[src/rtl/mips_debug_loader_if.sv]
// UART byte link between the debug loader and its host.
//   i_rx_data / i_rx_valid : received byte plus one-cycle strobe
//   o_tx_data / o_tx_valid : byte offered to the transmitter
//   i_tx_ready             : transmitter accepts the byte when valid && ready
// Handshakes: RX is a bare strobe with no back-pressure; a byte is taken in the
// cycle i_rx_valid is high or lost. TX is valid/ready: once o_tx_valid rises,
// o_tx_valid and o_tx_data hold unchanged until the clock edge at which
// i_tx_ready is also high, which is the single cycle the byte transfers.
// master: the UART side (drives RX, consumes TX); slave: the loader.
interface mips_debug_loader_if;
    logic [7:0] i_rx_data;
    logic       i_rx_valid;
    logic [7:0] o_tx_data;
    logic       o_tx_valid;
    logic       i_tx_ready;

    modport master (
        output i_rx_data, i_rx_valid, i_tx_ready,
        input  o_tx_data, o_tx_valid
    );

    modport slave (
        input  i_rx_data, i_rx_valid, i_tx_ready,
        output o_tx_data, o_tx_valid
    );
endinterface

[src/rtl/mips_debug_loader.sv]
// Debug loader for the MIPS core. Receives a program over the UART byte link,
// writes it into instruction memory, releases the core to run, and after halt
// (or a run timeout) streams registers $0..$31 back, four bytes each, MSB first.
// Host commands: 'L' N w0b3 w0b2 w0b1 w0b0 ... loads N big-endian words from
// address 0; 'R' runs the core.
// Ports:
//   clk, reset      clock; synchronous active-low reset
//   uart            byte link (slave modport), see mips_debug_loader_if
//   o_imem_we/addr/wdata  instruction memory write port, one-cycle pulses
//   o_cpu_reset     active-high hold of the core (high everywhere but RUN)
//   i_cpu_halt      core halt flag, looked at only in RUN
//   o_reg_addr / i_reg_rdata  register bank read port, combinational read
//   o_busy          high whenever the loader is not idle
//   o_dbg_state     current FSM state encoding
module mips_debug_loader #(
    parameter int IMEM_ADDR_W = 8,
    parameter int RUN_TIMEOUT = 100000
) (
    input  logic                   clk,
    input  logic                   reset,
    mips_debug_loader_if.slave     uart,
    output logic                   o_imem_we,
    output logic [IMEM_ADDR_W-1:0] o_imem_addr,
    output logic [31:0]            o_imem_wdata,
    output logic                   o_cpu_reset,
    input  logic                   i_cpu_halt,
    output logic [4:0]             o_reg_addr,
    input  logic [31:0]            i_reg_rdata,
    output logic                   o_busy,
    output logic [2:0]             o_dbg_state
);

    localparam int RUN_CNT_W = $clog2(RUN_TIMEOUT + 1);
    localparam logic [RUN_CNT_W-1:0] RUN_LAST = RUN_CNT_W'(RUN_TIMEOUT - 1);
    localparam logic [RUN_CNT_W-1:0] RUN_MAX  = RUN_CNT_W'(RUN_TIMEOUT);

    typedef enum logic [2:0] {
        S_IDLE      = 3'd0,
        S_LOAD_CNT  = 3'd1,
        S_LOAD_DATA = 3'd2,
        S_RUN       = 3'd3,
        S_DUMP_RD   = 3'd4,
        S_DUMP_TX   = 3'd5
    } state_t;

    state_t               state, state_nxt;
    logic [7:0]           word_total;
    logic [8:0]           word_ctr;
    logic [1:0]           byte_ctr;
    logic [23:0]          asm_q;
    logic [RUN_CNT_W-1:0] run_cnt;
    logic [31:0]          shreg;
    logic [4:0]           reg_idx;
    logic [1:0]           tx_cnt;
    logic                 marker;

    logic load_byte, load_last_byte, last_word;
    logic run_halt, run_timeout, tx_fire;

    assign load_byte      = (state == S_LOAD_DATA) && uart.i_rx_valid;
    assign load_last_byte = load_byte && (byte_ctr == 2'd3);
    assign last_word      = (word_ctr + 9'd1) == {1'b0, word_total};
    // Halt has priority over a timeout landing in the same cycle.
    assign run_halt       = (state == S_RUN) && i_cpu_halt;
    assign run_timeout    = (state == S_RUN) && !i_cpu_halt && (run_cnt == RUN_LAST);
    assign tx_fire        = (state == S_DUMP_TX) && uart.i_tx_ready;

    always_ff @(posedge clk) begin
        if (!reset) state <= S_IDLE;
        else        state <= state_nxt;
    end

    always_comb begin
        state_nxt = state;
        case (state)
            S_IDLE: begin
                if (uart.i_rx_valid) begin
                    if (uart.i_rx_data == 8'h4C)      state_nxt = S_LOAD_CNT;
                    else if (uart.i_rx_data == 8'h52) state_nxt = S_RUN;
                end
            end
            S_LOAD_CNT: begin
                if (uart.i_rx_valid)
                    state_nxt = (uart.i_rx_data == 8'h00) ? S_IDLE : S_LOAD_DATA;
            end
            S_LOAD_DATA: begin
                if (load_last_byte && last_word) state_nxt = S_IDLE;
            end
            S_RUN: begin
                if (run_halt)         state_nxt = S_DUMP_RD;
                else if (run_timeout) state_nxt = S_DUMP_TX;  // 0xEE marker first
            end
            S_DUMP_RD: state_nxt = S_DUMP_TX;
            S_DUMP_TX: begin
                if (tx_fire) begin
                    if (marker)                state_nxt = S_DUMP_RD;
                    else if (tx_cnt == 2'd3)   state_nxt = (reg_idx == 5'd31) ? S_IDLE : S_DUMP_RD;
                end
            end
            default: state_nxt = S_IDLE;
        endcase
    end

    always_ff @(posedge clk) begin
        if (!reset) begin
            o_imem_we    <= 1'b0;
            o_imem_addr  <= '0;
            o_imem_wdata <= '0;
            word_total   <= '0;
            word_ctr     <= '0;
            byte_ctr     <= '0;
            asm_q        <= '0;
            run_cnt      <= '0;
            shreg        <= '0;
            reg_idx      <= '0;
            tx_cnt       <= '0;
            marker       <= 1'b0;
        end else begin
            // The write strobe follows the cycle that completed the word.
            o_imem_we <= load_last_byte;
            if (load_last_byte) o_imem_wdata <= {asm_q, uart.i_rx_data};

            if ((state == S_LOAD_CNT) && uart.i_rx_valid) begin
                word_total  <= uart.i_rx_data;
                word_ctr    <= '0;
                byte_ctr    <= '0;
                o_imem_addr <= '0;
            end else if (o_imem_we) begin
                o_imem_addr <= o_imem_addr + IMEM_ADDR_W'(1);  // wraps naturally
            end

            if (load_byte) begin
                asm_q    <= {asm_q[15:0], uart.i_rx_data};
                byte_ctr <= byte_ctr + 2'd1;
                if (byte_ctr == 2'd3) word_ctr <= word_ctr + 9'd1;
            end

            if (state != S_RUN)        run_cnt <= '0;
            else if (run_cnt != RUN_MAX) run_cnt <= run_cnt + RUN_CNT_W'(1);

            if (run_halt) begin
                reg_idx <= '0;
                marker  <= 1'b0;
            end else if (run_timeout) begin
                reg_idx <= '0;
                marker  <= 1'b1;
                shreg   <= {8'hEE, 24'h0};
            end

            if (state == S_DUMP_RD) begin
                shreg  <= i_reg_rdata;
                tx_cnt <= '0;
            end

            if (tx_fire) begin
                if (marker) begin
                    marker <= 1'b0;
                end else if (tx_cnt == 2'd3) begin
                    reg_idx <= reg_idx + 5'd1;  // 31 wraps back to 0 on exit
                end else begin
                    shreg  <= {shreg[23:0], 8'h00};
                    tx_cnt <= tx_cnt + 2'd1;
                end
            end
        end
    end

    assign uart.o_tx_data  = shreg[31:24];
    assign uart.o_tx_valid = (state == S_DUMP_TX);
    assign o_cpu_reset     = (state != S_RUN);
    assign o_reg_addr      = reg_idx;
    assign o_busy          = (state != S_IDLE);
    assign o_dbg_state     = state;

endmodule

[src/flat_wrapper.sv]
// flat-port wrapper written by rule: the top's interface ports become plain ports
module mips_debug_loader_flat 
#(
    parameter int IMEM_ADDR_W = 8,
    parameter int RUN_TIMEOUT = 100000
)
  (clk, reset, o_imem_we, o_imem_addr, o_imem_wdata, o_cpu_reset, i_cpu_halt, o_reg_addr, i_reg_rdata, o_busy, o_dbg_state, uart_i_rx_data, uart_i_rx_valid, uart_i_tx_ready, uart_o_tx_data, uart_o_tx_valid);
  mips_debug_loader_if uart_i ();
  input  logic clk;
  input  logic reset;
  output logic o_imem_we;
  output logic [IMEM_ADDR_W-1:0] o_imem_addr;
  output logic [31:0] o_imem_wdata;
  output logic o_cpu_reset;
  input  logic i_cpu_halt;
  output logic [4:0] o_reg_addr;
  input  logic [31:0] i_reg_rdata;
  output logic o_busy;
  output logic [2:0] o_dbg_state;
  input wire logic [$bits(uart_i.i_rx_data)-1:0] uart_i_rx_data;
  input wire logic [$bits(uart_i.i_rx_valid)-1:0] uart_i_rx_valid;
  input wire logic [$bits(uart_i.i_tx_ready)-1:0] uart_i_tx_ready;
  output wire logic [$bits(uart_i.o_tx_data)-1:0] uart_o_tx_data;
  output wire logic [$bits(uart_i.o_tx_valid)-1:0] uart_o_tx_valid;
  assign uart_i.i_rx_data = uart_i_rx_data;
  assign uart_i.i_rx_valid = uart_i_rx_valid;
  assign uart_i.i_tx_ready = uart_i_tx_ready;
  assign uart_o_tx_data = uart_i.o_tx_data;
  assign uart_o_tx_valid = uart_i.o_tx_valid;
  mips_debug_loader #(.IMEM_ADDR_W(IMEM_ADDR_W), .RUN_TIMEOUT(RUN_TIMEOUT)) u_core (.clk(clk), .reset(reset), .uart(uart_i), .o_imem_we(o_imem_we), .o_imem_addr(o_imem_addr), .o_imem_wdata(o_imem_wdata), .o_cpu_reset(o_cpu_reset), .i_cpu_halt(i_cpu_halt), .o_reg_addr(o_reg_addr), .i_reg_rdata(i_reg_rdata), .o_busy(o_busy), .o_dbg_state(o_dbg_state));
endmodule
[config.mk]
export PLATFORM = sky130hd
export DESIGN_NAME = mips_debug_loader_flat
export DESIGN_NICKNAME = d
export VERILOG_FILES = /design/src/rtl/mips_debug_loader_if.sv /design/src/rtl/mips_debug_loader.sv /design/src/flat_wrapper.sv
export SDC_FILE = /design/constraint.sdc
export NUM_CORES = 1
export LEC_CHECK = 0
export CAP_MARGIN = 20
export CORE_MARGIN = 3
export CORE_UTILIZATION = 40
export DETAILED_ROUTE_END_ITERATION = 8
export SLEW_MARGIN = 10
export SYNTH_ARGS = -nofsm -noshare
export SYNTH_HDL_FRONTEND = slang
export SYNTH_SLANG_ARGS = --single-unit
[constraint.sdc]
create_clock -name clk -period 3 [get_ports clk]
set_input_delay 0.6 -clock clk [delete_from_list [all_inputs] [get_ports clk]]
set_output_delay 0.6 -clock clk [all_outputs]
set_load 0.01 [all_outputs]
Word level (Yosys, flattened, before mapping)
Index checks and enable logic that the tools add are counted.
{"block": "word_totals", "ff_bits": 144, "elab_cells": 94}
{"block": "op_classes", "n_mux": 37, "n_bitwise": 1, "n_eq_ne": 21, "reduce_logical": 16, "addsub": 6}
{"cell": "2-to-1 mux 32 bit", "count": 6}
{"cell": "2-to-1 mux 3 bit", "count": 11}
{"cell": "2-to-1 mux 9 bit", "count": 3}
{"cell": "2-to-1 mux 5 bit", "count": 5}
{"cell": "case mux 3 bit (6 select lines)", "count": 1}
{"cell": "adder 17 x 1 -> 17 bit (second input constant)", "count": 1}
{"cell": "equality test 17 bit (second input constant)", "count": 1}
{"cell": "!= test 17 bit (second input constant)", "count": 1}
{"cell": "equality test 8 x 7 -> 1 bit (second input constant)", "count": 2}
{"cell": "2-to-1 mux 2 bit", "count": 7}
{"cell": "adder 9 x 1 -> 9 bit (second input constant)", "count": 1}
{"cell": "equality test 9 x 8 -> 1 bit", "count": 1}
{"cell": "!= test 3 x 1 -> 1 bit (second input constant)", "count": 3}
{"cell": "adder 8 x 1 -> 8 bit (second input constant)", "count": 1}
{"cell": "logical AND 1 bit", "count": 8}
{"cell": "logical NOT 8 bit", "count": 1}
{"cell": "AND reduction 7 bit", "count": 1}
{"cell": "equality test 3 x 2 -> 1 bit (second input constant)", "count": 2}
{"cell": "equality test 3 bit (second input constant)", "count": 2}
{"cell": "!= test 2 bit (second input constant)", "count": 3}
{"cell": "adder 5 x 1 -> 5 bit (second input constant)", "count": 1}
{"cell": "equality test 5 bit (second input constant)", "count": 1}
{"cell": "adder 2 x 1 -> 2 bit (second input constant)", "count": 2}
{"cell": "equality test 2 bit (second input constant)", "count": 2}
{"cell": "other kinds (10)", "count": 14}

Longest topological paths before layout
Gate-level depths: netlist of the first run.
{"block": "depth", "ltp_word": 9, "depth_mapped": 10, "depth_no_buf": 8}

Worst setup path before layout of the first run
Ideal clock, no wire load.
{"block": "synth_path", "path_type": "flip-flop to flip-flop", "from": "register u_core.run_cnt[0]", "to": "register u_core.shreg[16]", "arrival_time_ns": 2.210, "period_less_slack_ns": 2.333, "stages_incl_launch_ff": 9, "setup_slack_ns": 0.667, "path_cell_list": "dfxtp_1 > ha_1 > nand3_2 > or4_4 > o41ai_4 > nor2_4 > buf_6 > a222oi_1 > inv_1"}
{"block": "synth_via", "elab_chain_len": 8}
{"element": "start: declaration", "line": "mips_debug_loader.sv:51", "text": "logic [RUN_CNT_W-1:0] run_cnt;"}
{"element": "start signal: assignment", "line": "mips_debug_loader.sv:139", "text": "else if (run_cnt != RUN_MAX) run_cnt <= run_cnt + RUN_CNT_W'(1);"}
{"element": "equality test 17 bit (*)", "line": "mips_debug_loader.sv:65", "text": "assign run_timeout = (state == S_RUN) && !i_cpu_halt && (run_cnt == RUN_LAST);"}
{"element": "logical AND 1 bit (*)", "line": "mips_debug_loader.sv:65"}
{"element": "2-to-1 mux 32 bit (*)", "line": "mips_debug_loader.sv:144", "text": "end else if (run_timeout) begin"}
{"element": "2-to-1 mux 32 bit (*)", "line": "mips_debug_loader.sv:141", "text": "if (run_halt) begin"}
{"element": "2-to-1 mux 32 bit (*)", "line": "mips_debug_loader.sv:150", "text": "if (state == S_DUMP_RD) begin"}
{"element": "2-to-1 mux 32 bit", "line": "mips_debug_loader.sv:158", "text": "end else if (tx_cnt == 2'd3) begin"}
{"element": "2-to-1 mux 32 bit", "line": "mips_debug_loader.sv:156", "text": "if (marker) begin"}
{"element": "2-to-1 mux 32 bit (*)", "line": "mips_debug_loader.sv:155", "text": "if (tx_fire) begin"}
{"element": "end signal: assignment", "line": "mips_debug_loader.sv:147", "text": "shreg <= {8'hEE, 24'h0};"}
{"element": "end signal: assignment", "line": "mips_debug_loader.sv:151", "text": "shreg <= i_reg_rdata;"}
{"element": "end signal: assignment", "line": "mips_debug_loader.sv:161", "text": "shreg <= {shreg[23:0], 8'h00};"}
{"element": "end: declaration", "line": "mips_debug_loader.sv:52", "text": "logic [31:0] shreg;"}
Mark *: on every way between the ends. The rest lies on a longest branch, timed or not.
A chain may end at the register's enable or synchronous reset.

Worst setup path in the final report of the first run
{"block": "layout_path", "from": "register u_core.run_cnt[0]", "to": "register u_core.shreg[11]"}
Same word-level chain as after synthesis.

==> results.json, run 1 <==
{
  "status": "finished, final reports clean",
  "final_cells": 1007,
  "finalHoldViolCount": 0,
  "netlist_top_cells_area": "dfxtp_1, nand2_1, a21oi_1",
  "tightest_slew_ns": 0.6336,
  "clockRootBuffer": "clkbuf_16",
  "cts_buffers": 17,
  "final_layout_size_suffix_gt1_frac": 0.06771,
  "min_period_over_period": 0.8645,
  "vdd_drop_max_v": 0.0003606,
  "fp.dieW_um": 128.0,
  "synth_fp_nets": 782,
  "wl_per_cell_um": 14.65,
  "slew-limit-headroom": 0.5760,
  "cts_tree": "built",
  "multiInputGateArea_mm2": 0.002759,
  "grt_use_total": 0.1828,
  "drt_iter0_drc": 464,
  "postRouteAntennaNets": 0,
  "synth_top_area_frac": 0.4838,
  "tns_ns": 0,
  "fillers": 1343,
  "synth_seq_cells": 144,
  "dieArea_mm2": 0.01640,
  "vias": 5304,
  "core_mm2": 0.01420,
  "cts_resized": 0,
  "post-cts-setup-buffers": 0,
  "synth.most_common_cell": "nand2_1",
  "syn_area_mm2": 0.005958,
  "syn_to_final_growth_pct": 28.41,
  "die_h_um": 128.0,
  "h-tree-depth": 4,
  "dp_hpwl_um": 10500,
  "seq_area_frac_synth": 0.4838,
  "numPlacedInstances": 977,
  "num_antenna_cells": 0,
  "start_kind": "register",
  "viasPerCell": 5.267,
  "synthCells": 729,
  "crit_type": "reg -> reg",
  "setup_viol": 0,
  "port_buffers": 104,
  "clk_pin_slew_ns": 0.06,
  "final_nets": 870,
  "p_leak_nw": 2.770,
  "first_global_vias": 5023,
  "syn_area_per_cell_um2": 8.173,
  "synthTopCellsByCount": "nand2_1, dfxtp_1, a21oi_1",
  "ioPinCount": 105,
  "initial_utilization": 0.4195,
  "yosysTopAreaCell": "dfxtp_1",
  "rsz0062_at_grt": "false",
  "period_minus_slack_ns": 2.593,
  "synth_edf_count": 0,
  "drc": 0,
  "synth_cell_types": 54,
  "critical_path_arrival_ns": 2.89,
  "finalMaxSlewViolations": 0,
  "numClockSinks": 144,
  "grt.overflow.total": 0,
  "rows": 43,
  "clk_latency_ns": 0.41,
  "cp-end-kind": "register",
  "hold_class": "reg -> reg",
  "antenna_found_initial": 0,
  "required_ns": 3.30,
  "clockBufferDepth": 2,
  "clock_skew_ns": 0.006046,
  "p_per_area_mw_per_mm2": 510.3,
  "gp_congestion": 0.8407,
  "ff_latch_area_mm2": 0.002883,
  "yosysWarnings": 0,
  "max_freq_ghz": 0.3856,
  "wl_um": 14750,
  "worst-path-max-fanout": 18,
  "grt_pass1_wl_um": 24300,
  "ys.flop_type": "dfxtp_1",
  "synth_async_sr_flop_share": 0,
  "hold_buffers": 0,
  "dr.pass1.iters": 6,
  "grt_max_degree": 68,
  "fin_total_pwr_mw": 3.905,
  "maxCapViolCount": 0
}
[critical path, stage by stage (launching register included)]
cell	delay, ns
dfxtp_1	0.38
ha_1	0.27
nand3_2	0.10
or4_4	0.52
o41ai_4	0.53
nor2_4	0.21
a222oi_1	0.41
inv_1	0.06
[worst paths after layout]
kind                            from  cells past startpoint                       to  slack (ns)
max                u_core.run_cnt[0]                      7         u_core.shreg[11]        0.41
min          u_core.o_imem_wdata[21]                      2  u_core.o_imem_wdata[21]        0.45
max reg2reg        u_core.run_cnt[0]                      7         u_core.shreg[11]        0.41
min reg2reg  u_core.o_imem_wdata[21]                      2  u_core.o_imem_wdata[21]        0.45
[report_power, final]
part,switching [mW],internal (mW)
Clock,0.778,1.08
Sequential,0.00218,1.91
Combinational,0.0632,0.0663
[state kept, by name, summed over array words and instances (netlist names), 2 cells and up]
register	flops
u_core.tx_cnt	2
u_core.shreg	32
u_core.word_ctr	9
u_core.run_cnt	17
u_core.o_reg_addr	5
u_core.word_total	8
u_core.asm_q	24
u_core.o_imem_addr	8
u_core.o_dbg_state	3
u_core.byte_ctr	2
u_core.o_imem_wdata	32
[layout make-up]
cell class                      instances  share of cell area
Sequential cell                       144              0.3768
Tap cell                              180             0.02944
Inverter                               28             0.01374
Clock buffer                           19             0.05920
Multi-Input combinational cell        508              0.3606
Clock inverter                         10            0.008831
Timing Repair Buffer                  118              0.1514
[logic make-up (layout without fill, tap and decap cells)]
logic type,Yosys count,after routing,synth area share
simple gates,318,318,0.2333
compound gates,149,149,0.1611
flops,144,144,0.4838
buf+inv,77,175,0.05565
xor+xnor,30,30,0.04410
fa+ha+maj,8,8,0.01680
mux,3,3,0.005250
[metrics by stage]
step | cell area, µm² | setup WS [ns] | util | hold WS [ns]
after global placement | 7123 | 0.1915 | 0.5015 | 0.4413
after detailed placement | 7123 | 0.1225 | 0.5015 | 0.4475
after global routing | 7651 | 0.1969 | 0.5387 | 0.4678
after CTS | 7644 | 0.3765 | 0.5381 | 0.4565
final | 7651 | 0.4066 | 0.5387 | 0.4548
after floorplan | 5958 | 0.6673 | - | 0.4240
[layout by cell type, fill, tap and decap left out, types with 3 or more instances in the layout]
master	instances
nand2b_1	3
buf_4	13
a22oi_1	8
nor4_1	4
or3_1	5
nand4_1	7
and3_1	9
ha_1	8
nand3_1	19
a211oi_1	3
a31oi_1	4
clkinvlp_4	4
a31o_2	3
dfxtp_1	144
clkdlybuf4s50_1	104
nor2_1	74
a222oi_1	18
xor2_1	13
nand2_1	165
clkbuf_16	17
nor3_1	13
o31ai_1	6
inv_1	27
a21oi_1	81
clkinv_2	4
o21ai_0	13
xnor2_1	17
[per-layer routing]
layer | share of wire | GRT usage | up-vias
met5 | 0 | 0 | -
met3 | 0.042 | 0.04208 | 18
li1 | - | - | 2663
met4 | 0.016 | 0.06679 | 0
met1 | 0.45 | 0.2334 | 2494
met2 | 0.49 | 0.3025 | 129
Power figures use the tool's default switching activity.
==> run 2: changes to the inputs <==
--- a/config.mk
+++ b/config.mk
@@ -5,9 +5,10 @@
 export SDC_FILE = /design/constraint.sdc
 export NUM_CORES = 1
 export LEC_CHECK = 0
-export CAP_MARGIN = 20
+export CAP_MARGIN = 15
 export CORE_MARGIN = 3
 export CORE_UTILIZATION = 40
+export CTS_CLUSTER_DIAMETER = 30
 export DETAILED_ROUTE_END_ITERATION = 8
 export SLEW_MARGIN = 10
 export SYNTH_ARGS = -nofsm -noshare
==> constraint.sdc (replaced) <==
create_clock -name clk -period 3 [get_ports clk]
set_input_delay 0.45 -clock clk [delete_from_list [all_inputs] [get_ports clk]]
set_output_delay 0.45 -clock clk [all_outputs]
set_load 0.01 [all_outputs]
==> run 2 against run 1 <==
- sequential power about the same
- clock skew about the same
- total power rose by 7.8%
- highest routed layer unchanged
- critical path depth fell by 1
- combinational power about the same
- setup slack got worse by 0.023 ns
- die area stayed put
==> results.json, run 2 (synthesized netlist as in run 1, its figures left out) <==
{
  "status": "finished, final reports clean",
  "grt_use_total": 0.1851,
  "startpoint": "u_core.o_dbg_state[1]",
  "critical_path_arrival_ns": 2.97,
  "vdd_drop_max_v": 0.0004277,
  "dieArea_mm2": 0.01640,
  "path_cells": "nand4b_1 -> or3_1 -> nand2_2 -> nor2_1 -> a222oi_1 -> inv_1",
  "cp-end-kind": "register",
  "drt_iter0_drc": 442,
  "slew-limit-headroom": 0.2252,
  "setup_viol": 0,
  "crit_type": "reg -> reg",
  "mostFrequentLayoutCells": "nand2_1, dfxtp_1, clkdlybuf4s50_1",
  "p_leak_nw": 2.795,
  "cts_resized": 0,
  "first_global_vias": 5084,
  "drc": 0,
  "layout_commonest_cell": "nand2_1",
  "cpPeakStageDelay_ns": 0.95,
  "final_layout_size_suffix_gt1_frac": 0.06409,
  "min_from": "u_core.o_imem_wdata[5]",
  "h-tree-depth": 4,
  "clock_skew_ns": 0.005972,
  "grt_max_degree": 68,
  "gp_congestion": 0.8308,
  "finalMaxSlewViolations": 0,
  "hold_class": "reg -> reg",
  "maxCapViolCount": 0,
  "regToRegSetupSlack_ns": 0.38,
  "period_minus_slack_ns": 2.616,
  "initial_utilization": 0.4195,
  "reg_top3": "u_core.o_imem_wdata: 32 flops, u_core.shreg: 32 flops, u_core.asm_q: 24 flops",
  "r2r_end": "u_core.shreg[20]",
  "slowest_stage": "nor2_1",
  "antenna_found_initial": 0,
  "grt.overflow.total": 0,
  "crit_buf_inv": 1,
  "path_delay_family": "simple AND/OR/NAND/NOR gates",
  "fin_total_pwr_mw": 4.210,
  "tns_ns": 0,
  "rows": 43,
  "numPlacedInstances": 975,
  "worst-path-max-fanout": 18,
  "rr_worst_depth": 6,
  "dp_hpwl_um": 10410,
  "clk_latency_ns": 0.42,
  "num_antenna_cells": 0,
  "cts_tree": "built",
  "clockBufferDepth": 2,
  "vias": 5345,
  "syn_to_final_growth_pct": 29.53,
  "final_cells": 1007,
  "viasPerCell": 5.308,
  "grt_pass1_wl_um": 24650,
  "cp-endpoint": "u_core.shreg[20]",
  "required_ns": 3.36,
  "core_mm2": 0.01420,
  "die_h_um": 128.0,
  "min_period_over_period": 0.8721,
  "cts_buffers": 17,
  "fp.dieW_um": 128.0,
  "post-cts-setup-buffers": 0,
  "port_buffers": 104,
  "wl_um": 14790,
  "rsz0062_at_grt": "false",
  "finalHoldViolCount": 0,
  "postRouteAntennaNets": 0,
  "ioPinCount": 105,
  "regToRegStartpoint": "u_core.o_dbg_state[1]",
  "tightest_slew_ns": 1.158,
  "hold_buffers": 0,
  "p_per_area_mw_per_mm2": 545.5,
  "numClockSinks": 144,
  "final_nets": 867,
  "cp_num_cells": 6,
  "clockRootBuffer": "clkbuf_16",
  "start_kind": "register",
  "dr.pass1.iters": 5,
  "wl_per_cell_um": 14.68,
  "clk_pin_slew_ns": 0.06,
  "whs_ns": 0.4521,
  "max_freq_ghz": 0.3822
}
==> run 2: cell count changes in the layout (fill, tap and decap cells not counted) <==
| cell | before | now |
|---|---|---|
| clkinv_2 | 4 | 2 |
| clkinv_4 | 2 | 1 |
| clkbuf_8 | 2 | 3 |
| clkinvlp_4 | 4 | 3 |
| buf_4 | 13 | 10 |
| bufinv_16 | 0 | 3 |
| clkbuf_1 | 0 | 3 |
==> run 2: worst min-delay path by stage <==
stage | end | slack, ns | cells after the start
6_report | u_core.o_imem_wdata[5] | 0.45 | 2
5_1_grt | u_core.o_imem_wdata[1] | 0.47 | 2
4_1_cts | u_core.o_imem_wdata[0] | 0.45 | 2
3_5_place_dp | u_core.o_imem_wdata[0] | 0.45 | 2
3_3_place_gp | u_core.o_imem_wdata[31] | 0.44 | 2
2_1_floorplan | u_core.shreg[25] | 0.42 | 2
==> run 2: power by group <==
group	internal [mW]	switching (mW)
combinational	0.0649	0.0619
clock	1.37	0.792
sequential	1.91	0.00350
total	3.35	0.858
==> run 2: worst min-delay path: stages, from the launching register on <==
cell and delay (ns):
dfxtp_1 0.30, nand2_1 0.05, a21oi_1 0.05
==> run 2: metrics by stage <==
stage / area (µm²) / setup WS [ns] / util
global placement: 7108 / 0.2643 / 0.5004
CTS: 7717 / 0.3576 / 0.5433
global route: 7717 / 0.1499 / 0.5433
floorplan: 5958 / 0.6673 / -
detailed placement: 7108 / 0.1313 / 0.5004
finish: 7717 / 0.3838 / 0.5433
==> run 2: area by class of cell <==
cell class | count | area, µm²
clock buffers | 23 | 478.0
clock inverters | 9 | 131.4
fillers | 1353 | 6486
inverters | 28 | 105.1
multi-input cells | 508 | 2759
flip-flops and latches | 144 | 2883
well taps | 180 | 225.2
repair buffers | 115 | 1136
==> run 2: per-layer routing <==
layer | GRT usage | part of all wire
met2 | 0.3115 | 0.49
met1 | 0.2340 | 0.45
met4 | 0.05743 | 0.013
met3 | 0.04625 | 0.048
met5 | 0 | 0
